===== src/rtl/apb_cmd_sequencer.sv =====
// APB command sequencer: buffers WRITE/READ/POLL commands in a FIFO and replays them
// as two-phase APB transfers, one at a time, with read/poll results on a held response port.
module apb_cmd_sequencer #(
    parameter int DATA_W   = 32,
    parameter int ADDR_W   = 32,
    parameter int DEPTH    = 8,
    parameter int POLL_MAX = 16
) (
    input  logic              CLK,
    input  logic              nRST,
    input  logic              cmd_valid,
    output logic              cmd_ready,
    input  logic [1:0]        cmd_op,
    input  logic [ADDR_W-1:0] cmd_addr,
    input  logic [DATA_W-1:0] cmd_data,
    output logic              rsp_valid,
    input  logic              rsp_ready,
    output logic [DATA_W-1:0] rsp_data,
    output logic              rsp_err,
    output logic              PSEL,
    output logic              PENABLE,
    output logic              PWRITE,
    output logic [ADDR_W-1:0] PADDR,
    output logic [DATA_W-1:0] PWDATA,
    input  logic [DATA_W-1:0] PRDATA,
    input  logic              PREADY,
    input  logic              PSLVERR,
    output logic              busy
);

    localparam int PTR_W  = $clog2(DEPTH);
    localparam int CNT_W  = PTR_W + 1;
    localparam int POLL_W = $clog2(POLL_MAX + 1);

    localparam logic [1:0] OP_WRITE = 2'b00;
    localparam logic [1:0] OP_READ  = 2'b01;
    localparam logic [1:0] OP_POLL  = 2'b10;
    localparam logic [1:0] OP_RSVD  = 2'b11;

    typedef enum logic [1:0] {IDLE, SETUP, ACCESS, RESP} state_e;

    logic [1:0]        fifoOp_q   [DEPTH];
    logic [ADDR_W-1:0] fifoAddr_q [DEPTH];
    logic [DATA_W-1:0] fifoData_q [DEPTH];
    logic [PTR_W-1:0]  wrPtr_q, rdPtr_q;
    logic [CNT_W-1:0]  count_q, count_d;
    logic              push, pop;

    logic [1:0]        headOp;
    logic [ADDR_W-1:0] headAddr;
    logic [DATA_W-1:0] headData;

    state_e            state_q;
    logic [1:0]        cmdOp_q;
    logic [ADDR_W-1:0] cmdAddr_q;
    logic [DATA_W-1:0] cmdData_q;
    logic [POLL_W-1:0] pollCnt_q, pollNext;
    logic              pollHit;

    logic              psel_q, penable_q, pwrite_q;
    logic [ADDR_W-1:0] paddr_q;
    logic [DATA_W-1:0] pwdata_q;
    logic              rspValid_q, rspErr_q;
    logic [DATA_W-1:0] rspData_q;

    assign cmd_ready = (count_q != CNT_W'(DEPTH));
    assign push      = cmd_valid && cmd_ready;
    assign pop       = (state_q == IDLE) && (count_q != '0);
    assign busy      = (count_q != '0) || (state_q != IDLE);

    assign headOp   = fifoOp_q[rdPtr_q];
    assign headAddr = fifoAddr_q[rdPtr_q];
    assign headData = fifoData_q[rdPtr_q];

    assign pollNext = pollCnt_q + POLL_W'(1);
    assign pollHit  = (PRDATA & cmdData_q) != '0;

    assign PSEL      = psel_q;
    assign PENABLE   = penable_q;
    assign PWRITE    = pwrite_q;
    assign PADDR     = paddr_q;
    assign PWDATA    = pwdata_q;
    assign rsp_valid = rspValid_q;
    assign rsp_data  = rspData_q;
    assign rsp_err   = rspErr_q;

    always_ff @(posedge CLK) begin
        if (push) begin
            fifoOp_q[wrPtr_q]   <= cmd_op;
            fifoAddr_q[wrPtr_q] <= cmd_addr;
            fifoData_q[wrPtr_q] <= cmd_data;
        end
    end

    always_comb begin
        count_d = count_q;
        if (push && !pop) begin
            count_d = count_q + CNT_W'(1);
        end else if (!push && pop) begin
            count_d = count_q - CNT_W'(1);
        end
    end

    always_ff @(posedge CLK or negedge nRST) begin
        if (!nRST) begin
            wrPtr_q <= '0;
            rdPtr_q <= '0;
            count_q <= '0;
        end else begin
            if (push) wrPtr_q <= wrPtr_q + PTR_W'(1);
            if (pop)  rdPtr_q <= rdPtr_q + PTR_W'(1);
            count_q <= count_d;
        end
    end

    // All APB and response outputs are registered alongside the state.
    always_ff @(posedge CLK or negedge nRST) begin
        if (!nRST) begin
            state_q    <= IDLE;
            cmdOp_q    <= OP_WRITE;
            cmdAddr_q  <= '0;
            cmdData_q  <= '0;
            pollCnt_q  <= '0;
            psel_q     <= 1'b0;
            penable_q  <= 1'b0;
            pwrite_q   <= 1'b0;
            paddr_q    <= '0;
            pwdata_q   <= '0;
            rspValid_q <= 1'b0;
            rspData_q  <= '0;
            rspErr_q   <= 1'b0;
        end else begin
            case (state_q)
                IDLE: begin
                    if (pop) begin
                        pollCnt_q <= '0;
                        if (headOp != OP_RSVD) begin
                            cmdOp_q   <= headOp;
                            cmdAddr_q <= headAddr;
                            cmdData_q <= headData;
                            psel_q    <= 1'b1;
                            penable_q <= 1'b0;
                            pwrite_q  <= (headOp == OP_WRITE);
                            paddr_q   <= headAddr;
                            pwdata_q  <= (headOp == OP_WRITE) ? headData : '0;
                            state_q   <= SETUP;
                        end
                    end
                end
                SETUP: begin
                    penable_q <= 1'b1;
                    state_q   <= ACCESS;
                end
                ACCESS: begin
                    if (PREADY) begin
                        psel_q    <= 1'b0;
                        penable_q <= 1'b0;
                        pwrite_q  <= 1'b0;
                        paddr_q   <= '0;
                        pwdata_q  <= '0;
                        case (cmdOp_q)
                            OP_WRITE: begin
                                if (PSLVERR) begin
                                    rspValid_q <= 1'b1;
                                    rspData_q  <= '0;
                                    rspErr_q   <= 1'b1;
                                    state_q    <= RESP;
                                end else begin
                                    state_q <= IDLE;
                                end
                            end
                            OP_READ: begin
                                rspValid_q <= 1'b1;
                                rspData_q  <= PRDATA;
                                rspErr_q   <= PSLVERR;
                                state_q    <= RESP;
                            end
                            OP_POLL: begin
                                pollCnt_q <= pollNext;
                                if (pollHit || PSLVERR || (pollNext == POLL_W'(POLL_MAX))) begin
                                    rspValid_q <= 1'b1;
                                    rspData_q  <= PRDATA;
                                    // Without a slave error, finishing with no mask hit means timeout.
                                    rspErr_q   <= PSLVERR || !pollHit;
                                    state_q    <= RESP;
                                end else begin
                                    psel_q  <= 1'b1;
                                    paddr_q <= cmdAddr_q;
                                    state_q <= SETUP;
                                end
                            end
                            default: state_q <= IDLE;
                        endcase
                    end
                end
                RESP: begin
                    if (rsp_ready) begin
                        rspValid_q <= 1'b0;
                        state_q    <= IDLE;
                    end
                end
                default: state_q <= IDLE;
            endcase
        end
    end

endmodule


===== config.mk =====
export PLATFORM = sky130hd
export DESIGN_NAME = apb_cmd_sequencer
export DESIGN_NICKNAME = d
export VERILOG_FILES = /design/src/rtl/apb_cmd_sequencer.sv
export SDC_FILE = /design/constraint.sdc
export NUM_CORES = 1
export LEC_CHECK = 0
export CAP_MARGIN = 20
export CORE_MARGIN = 4
export CORE_UTILIZATION = 58
export DETAILED_ROUTE_END_ITERATION = 8
export HOLD_SLACK_MARGIN = 0.15
export PLACE_DENSITY = 0.81
export SLEW_MARGIN = 0
export SYNTH_ARGS = -nofsm -noshare
export SYNTH_HDL_FRONTEND = slang
export SYNTH_SLANG_ARGS = --single-unit

===== constraint.sdc =====
create_clock -name CLK -period 7.82 [get_ports CLK]
set_input_delay 1.564 -clock CLK [delete_from_list [all_inputs] [get_ports CLK]]
set_output_delay 1.564 -clock CLK [all_outputs]
set_load 0.01 [all_outputs]

==> metrics.md, run 1 <==
| Metric | Value |
|---|---|
| Reg2reg setup slack | 3.75 ns |
| Global-route met2 utilization | 39.7% |
| CTS root buf | clkbuf_16 |
| Initial core utilization | 58.9% |
| Area of the multi-input gates | 0.00668 mm^2 |
| Critical Path AT | 4.62 ns |
| Most used cell, CP | buf_4 |
| WL final | 62,200 um |
| Crit-path leading delay family | simple AND/OR/NAND/NOR gates |
| Reg2Reg Depth | 8 |
| Fillers | 2,852 |
| Detailed-route via count | 15,100 |
| Sequential fraction of the synthesis area | 74.3% |
| Worst path slowest cell | nand2b_1 |
| Worst-margin pin slew | 1.01 ns |
| Final Hold Fails | 0 |
| Setup repair bufs after CTS | 0 |
| Crit Path Class | input port to register |
| GRT overflow | 0 |
| Post-DP HPWL | 36,300 um |
| Placed cell count | 2,285 |
| Nets | 1,865 |
| Lkg Pwr | 11.3 nW |
| Most common cell in the netlist | edfxtp_1 |
| Number of DRC markers in iteration 0 | 1,714 |
| Hold WC Path Type | register to register |
| Final period utilization | 53.3% |
| Top cells by area, synth | edfxtp_1 (58%), dfrtp_1 (17%), mux4_2 (11%) |
| CTS Hold Bufs | 0 |
| Area Growth Syn to Fin | 17.7% |
| Clk_skew | 0.0153 ns |
| Crit Path Max Fanout | 35 |
| Ys flop type | edfxtp_1 |
| DRT antenna net count | 0 |
| Row Count | 79 |
| Die area | 0.0510 mm^2 |
| Crit path launch | PRDATA[11] |
| Number of endpoints failing setup at the final stage | 0 |
| Largest net degree at the start of global routing | 115 |
| Hold Crit Endpoint | cmdAddr_q[27]$_DFFE_PN0P_ |
| Critical path depth | 9 |
| Post-Synthesis Cell Area | 0.0275 mm^2 |
| Yosys top cell by area | edfxtp_1 |
| Outcome | finished clean |
| Vias in the first global route | 15,400 |
| Number of flops mapped to enable cells by yosys | 528 |
| Busiest layer in global routing | met2 |
| Ys Warns | 0 |
| Die X | 226 um |
| Final worst slack | 3.65 ns |
| Post-place setup slack | 3.08 ns |
| Die Height | 226 um |
| First-pass GRT wire length | 94,300 um |
| Met3 Use GR | 4.99% |
| Pre-Repair DR Iteration Count | 5 |
| DP Area | 0.0302 mm^2 |
| Worst Hold Path Cells | 2 |
| Pwr Density | 397 mW/mm^2 |
| Post-DR vias/cell | 6.26 |
| Slew HR | 32.7% |
| Initial antenna violation count | 6 |
| Clock latency on the worst-skew pair | 0.58 ns |
| Core area | 0.0468 mm^2 |
| Ports | 207 |
| Fin cells | 2,414 |
| CTS tree | built |
| Routing usage on met1 | 34.2% |
| Buffers added on ports | 206 |
| GRT Overall Usage | 24.7% |
| Worst r2r src | rdPtr_q[2]$_DFFE_PN0P_ |
| Fraction of registers with async set/reset | 25.8% |
| Setup TNS | 0 ns |
| Crit path time final | 4.17 ns |
| Design area | 0.0324 mm^2 |
| Layout cell share with drive strength beyond 1 | 15.0% |
| Top cell type's share of synthesized area | 57.6% |
| CTS buffer count | 68 |
| Crit path required time | 8.27 ns |
| Worst reg2reg endpoint | PWDATA[11]$_DFFE_PN0P_ |
| Design Power | 12.9 mW |
| Final hold slack | 0.480 ns |
| CTS-repair resized insts | 0 |
| Max IR drop VDD | 0.367 mV |
| Worst-path clk slew | 0.06 ns |
| CP Buf/Inv Count | 3 |
| Mapped Nets | 1,658 |
| Clock Sinks | 712 |
| Setup crit end kind | register |
| Hold Path Origin | cmdAddr_q[27]$_DFFE_PN0P_ |
| Critical path startpoint category | input port |
| RSZ-0062 raised after global routing | no |
| Maximum root-to-sink buffer count | 3 |
| Maxcap violations | 0 |
| Worst path max stage delay | 0.60 ns |
| Flops & latches, synth | 712 |
| Per-cell routed wire length | 25.8 um |
| Commonest cells post-synth | edfxtp_1 (528), dfrtp_1 (184), mux4_2 (132) |
| Final Max Tran Viols | 0 |
| RD Place Congestion | 0.843 |
| Register Area | 0.0205 mm^2 |
| DRC viols | 0 |
| Final core occ | 69.4% |
| H-tree depth | 3 |
| Post-synth cell types | 41 |
| Avg Cell Area, Syn | 17.9 um^2 |
| Fmax | 240 MHz |
| CP Cell Sequence | clkdlybuf4s50_1 -> a22oi_1 -> nand4_1 -> nor3_1 -> and4_1 -> buf_4 -> nand2b_1 -> buf_4 -> o21ai_0 |
| Cells after synthesis | 1,543 |
-- routing by layer --
metal	wire length, um	vias to the layer above
met1	24100	7826
met2	31000	668
met5	37	-
met4	2210	6
li1	-	6483
met3	4900	135
-- cells by family after synthesis --
kind of cell / share of synthesized area, %
DFF: 74.3
muxes: 13.4
buffers and inverters: 1.75
xor gates and xnor gates: 0.254
and+or+nand+nor: 4.36
AOI/OAI and AO/OA: 5.43
adders and majority gates: 0.527
-- worst max-delay path by stage --
stage	to	slack, ns
final	rsp_valid$_DFFE_PN0P_	3.65
after global routing	rsp_valid$_DFFE_PN0P_	3.49
after CTS	rsp_valid$_DFFE_PN0P_	3.62
after detailed placement	rsp_valid$_DFFE_PN0P_	3.08
after global placement	rsp_valid$_DFFE_PN0P_	3.14
after floorplan	fifoAddr_q[0][0]$_DFFE_PP_	0.75
-- cell usage in the layout (no fill, tap or decap), drive strengths merged --
cell type	instances
xnor2	5
a22oi	17
a31oi	34
a21oi	43
nand2b	8
ha	10
mux2	3
bufinv	6
edfxtp	528
mux4	132
nand3	4
dfrtp	184
inv	10
nor2b	1
and2	4
nand2	118
o31ai	33
clkdlybuf4s50	205
buf	30
diode	5
nor2	78
nand4b	1
nor4b	1
nand4	1
or3	1
o21ai	80
fa	1
clkbuf	96
clkinv	19
nor4	1
and4	3
xor2	3
a21o	1
nand3b	33
mux2i	67
or3b	1
o2bb2ai	32
nor3	8
-- state kept, by name (all words and copies together), names as in the netlist --
register	cells
state_q	2
cmdData_q	32
wrPtr_q	3
fifoData_q	256
fifoOp_q	16
PWRITE	1
pollCnt_q	5
rdPtr_q	3
cmdAddr_q	32
PADDR	32
PSEL	1
rsp_valid	1
rsp_err	1
PENABLE	1
count_q	4
rsp_data	32
fifoAddr_q	256
cmdOp_q	2
PWDATA	32
-- report_power, final --
part	total (mW)	internal, mW	leakage [nW]	switching [mW]
Sequential	5.46	4.92	7.10	0.531
Combinational	4.24	1.82	3.19	2.42
Clock	3.19	1.86	1.04	1.32
Total	12.9	8.61	11.3	4.28
-- cell type report --
cell class	count	share of cell area, %
Inverter	8	0.0926
Antenna cell	5	0.0386
Multi-Input combinational cell	724	20.6
Clock buffer	95	5.75
Timing Repair Buffer	236	7.19
Sequential cell	712	63.1
Clock inverter	27	0.853
Tap cell	607	2.34
-- worst register-to-register path: cells and delay by family, from the launching register on --
family,cells,cell delay [ns]
compound gates,2,0.54
buf+inv,2,1.33
flops,1,0.95
mux,2,0.52
simple gates,2,0.62
No activity file was read; power rests on OpenSTA's default activity.
==> inputs of run 2 (changes only) <==
--- a/config.mk
+++ b/config.mk
@@ -7,10 +7,10 @@
 export LEC_CHECK = 0
 export CAP_MARGIN = 20
 export CORE_MARGIN = 4
-export CORE_UTILIZATION = 58
+export CORE_UTILIZATION = 53
 export DETAILED_ROUTE_END_ITERATION = 8
 export HOLD_SLACK_MARGIN = 0.15
-export PLACE_DENSITY = 0.81
+export PLACE_DENSITY = 0.78
 export SLEW_MARGIN = 0
 export SYNTH_ARGS = -nofsm -noshare
 export SYNTH_HDL_FRONTEND = slang
==> constraint.sdc (replaced) <==
create_clock -name CLK -period 3.47 [get_ports CLK]
set_input_delay 0.694 -clock CLK [delete_from_list [all_inputs] [get_ports CLK]]
set_output_delay 0.694 -clock CLK [all_outputs]
set_load 0.01 [all_outputs]
==> metrics.md, run 2 (synthesized netlist as in run 1, its figures left out) <==
| Metric | Value |
|---|---|
| Max IR drop VDD | 0.659 mV (+79%) |
| CTS buffer count | 68 (unchanged) |
| Final Hold Fails | 0 (unchanged) |
| Hold WC Path Type | register to register |
| Setup crit end kind | register |
| Worst-path clk slew | 0.06 ns (about the same) |
| Design Power | 29.1 mW (+130%) |
| Maximum root-to-sink buffer count | 3 (unchanged) |
| Worst r2r src | rdPtr_q[2]$_DFFE_PN0P_ |
| Per-cell routed wire length | 24.9 um (-3.4%) |
| Clock Sinks | 712 (unchanged) |
| RSZ-0062 raised after global routing | no |
| Worst reg2reg endpoint | PWRITE$_DFFE_PN0P_ |
| Largest net degree at the start of global routing | 103 (-10%) |
| Most frequent cells in the layout | edfxtp_1 (528), clkdlybuf4s50_1 (205), dfrtp_1 (181), mux4_2 (132), nand2_1 (117) |
| Setup repair bufs after CTS | 0 (unchanged) |
| Vias in the first global route | 15,300 (-0.88%) |
| Critical path startpoint category | register |
| Die X | 236 um (+4.4%) |
| Initial core utilization | 53.6% (-5.3 points) |
| Pwr Density | 889 mW/mm^2 (+120%) |
| RD Place Congestion | 0.829 (-1.6%) |
| Row Count | 83 (+5.1%) |
| Crit Path Class | register to register |
| GRT Overall Usage | 22.5% (-2.2 points) |
| Crit path required time | 3.92 ns (-4.35 ns) |
| Clk_skew | 0.0242 ns (+0.00891 ns) |
| Ports | 207 (unchanged) |
| Fmax | 338 MHz |
| Worst-margin pin slew | 0.818 ns (-0.192 ns) |
| Detailed-route via count | 14,900 (-1.1%) |
| Buffers added on ports | 206 (unchanged) |
| Crit path time final | 2.96 ns |
| Area Growth Syn to Fin | 19.0% |
| Die area | 0.0557 mm^2 (+9.1%) |
| Worst Hold Path Cells | 2 (unchanged) |
| Lkg Pwr | 11.4 nW (+0.94%) |
| WL final | 62,200 um (about the same) |
| CTS-repair resized insts | 0 (unchanged) |
| Layout cell share with drive strength beyond 1 | 15.5% (+0.49 points) |
| CTS root buf | clkbuf_16 |
| GRT overflow | 0 (unchanged) |
| CTS tree | built |
| DRC viols | 0 (unchanged) |
| Reg2Reg Depth | 6 (-2) |
| Placed cell count | 2,365 (+3.5%) |
| Final period utilization | 85.3% |
| Die Height | 236 um (+4.4%) |
| Pre-Repair DR Iteration Count | 7 (+2) |
| Post-DR vias/cell | 5.98 (-4.5%) |
| DP Area | 0.0306 mm^2 (+1.3%) |
| First-pass GRT wire length | 95,500 um (+1.2%) |
| H-tree depth | 3 (unchanged) |
| Number of endpoints failing setup at the final stage | 0 (unchanged) |
| Design area | 0.0328 mm^2 (+1.1%) |
| Clock latency on the worst-skew pair | 0.60 ns (+0.02 ns) |
| Initial antenna violation count | 12 (+6) |
| Nets | 1,871 (+0.32%) |
| Critical Path AT | 3.41 ns (-1.21 ns) |
| Maxcap violations | 0 (unchanged) |
| Reg2reg setup slack | 0.51 ns (-3.24 ns) |
| Outcome | finished clean |
| CTS Hold Bufs | 1 (+1) |
| Hold Path Origin | PWRITE$_DFFE_PN0P_ |
| Final Max Tran Viols | 0 (unchanged) |
| Slew HR | 45.5% (+13 points) |
| Core area | 0.0514 mm^2 (+10%) |
| Fin cells | 2,498 (+3.5%) |
| Number of DRC markers in iteration 0 | 1,563 (-8.8%) |
| Most common cell after layout, fill and taps aside | edfxtp_1 |
| DRT antenna net count | 0 (unchanged) |
| Crit Path Max Fanout | 44 (+26%) |
| Final hold slack | 0.479 ns (-0.000551 ns) |
| Biggest regs | fifoAddr_q x256, fifoData_q x256 |
| Hold Crit Endpoint | PWRITE$_DFFE_PN0P_ |
| Post-DP HPWL | 36,000 um (-0.78%) |
-- run 2: worst max-delay path, stage by stage (launching register included) --
cell and delay (ns):
dfrtp_4 0.65, mux4_2 0.29, mux2i_2 0.12, o21ai_4 0.65
and2_2 0.64, buf_12 0.30, o21ai_0 0.12
-- run 2: metal layers --
layer / track usage, % / vias up / routed length (um)
li1: - / 6498 / -
met1: 31.3 / 7753 / 24900
met2: 35.7 / 571 / 30700
met3: 4.76 / 115 / 4740
met4: 8.42 / 10 / 1820
met5: 0 / - / 67
-- run 2: power breakdown --
group	total [mW]	switching [mW]	internal [mW]
Sequential	12.1	0.969	11.1
Combinational	9.88	5.65	4.23
Clock	7.20	3.04	4.16
Total	29.1	9.65	19.5
-- run 2: metrics by stage --
step | setup TNS (ns) | setup slack [ns] | util (%)
after floorplan | -473.06 | -0.961 | -
after global placement | 0 | 0.184 | 59.5
after detailed placement | 0 | 0.163 | 59.5
after CTS | 0 | 0.447 | 63.8
after global routing | 0 | 0.214 | 63.8
final | 0 | 0.509 | 63.8
-- run 2: cell type report --
type                       count  area [um^2]
fill                        3354        18600
antenna                        8         20.0
inverter                       8         30.0
clock inverter                27          248
timing repair buffer         242         2560
sequential                   712        20500
tap                          680          851
clock buffer                  97         1910
multi-input combinational    724         6700
-- run 2: worst max-delay path by stage --
stage,start,to,cells after the start
3_3_place_gp,PRDATA[0],rsp_err$_DFFE_PN0P_,8
3_5_place_dp,PRDATA[0],rsp_err$_DFFE_PN0P_,8
6_report,rdPtr_q[2]$_DFFE_PN0P_,PWRITE$_DFFE_PN0P_,6
5_1_grt,rdPtr_q[0]$_DFFE_PN0P_,PADDR[27]$_DFFE_PN0P_,7
4_1_cts,rdPtr_q[0]$_DFFE_PN0P_,PADDR[27]$_DFFE_PN0P_,7
2_1_floorplan,cmd_valid,fifoAddr_q[6][0]$_DFFE_PP_,4
==> inputs of run 3 (changes only) <==
==> constraint.sdc (replaced) <==
create_clock -name CLK -period 3.47 [get_ports CLK]
set_input_delay 0.694 -clock CLK [delete_from_list [all_inputs] [get_ports CLK]]
set_output_delay 0.694 -clock CLK [all_outputs]
set_load 0.02 [all_outputs]
==> results of run 3 <==
Same layout as run 2 (identical final DEF). Status: finished clean.
Main changes from that run: total power 29.1 mW -> 29.5 mW
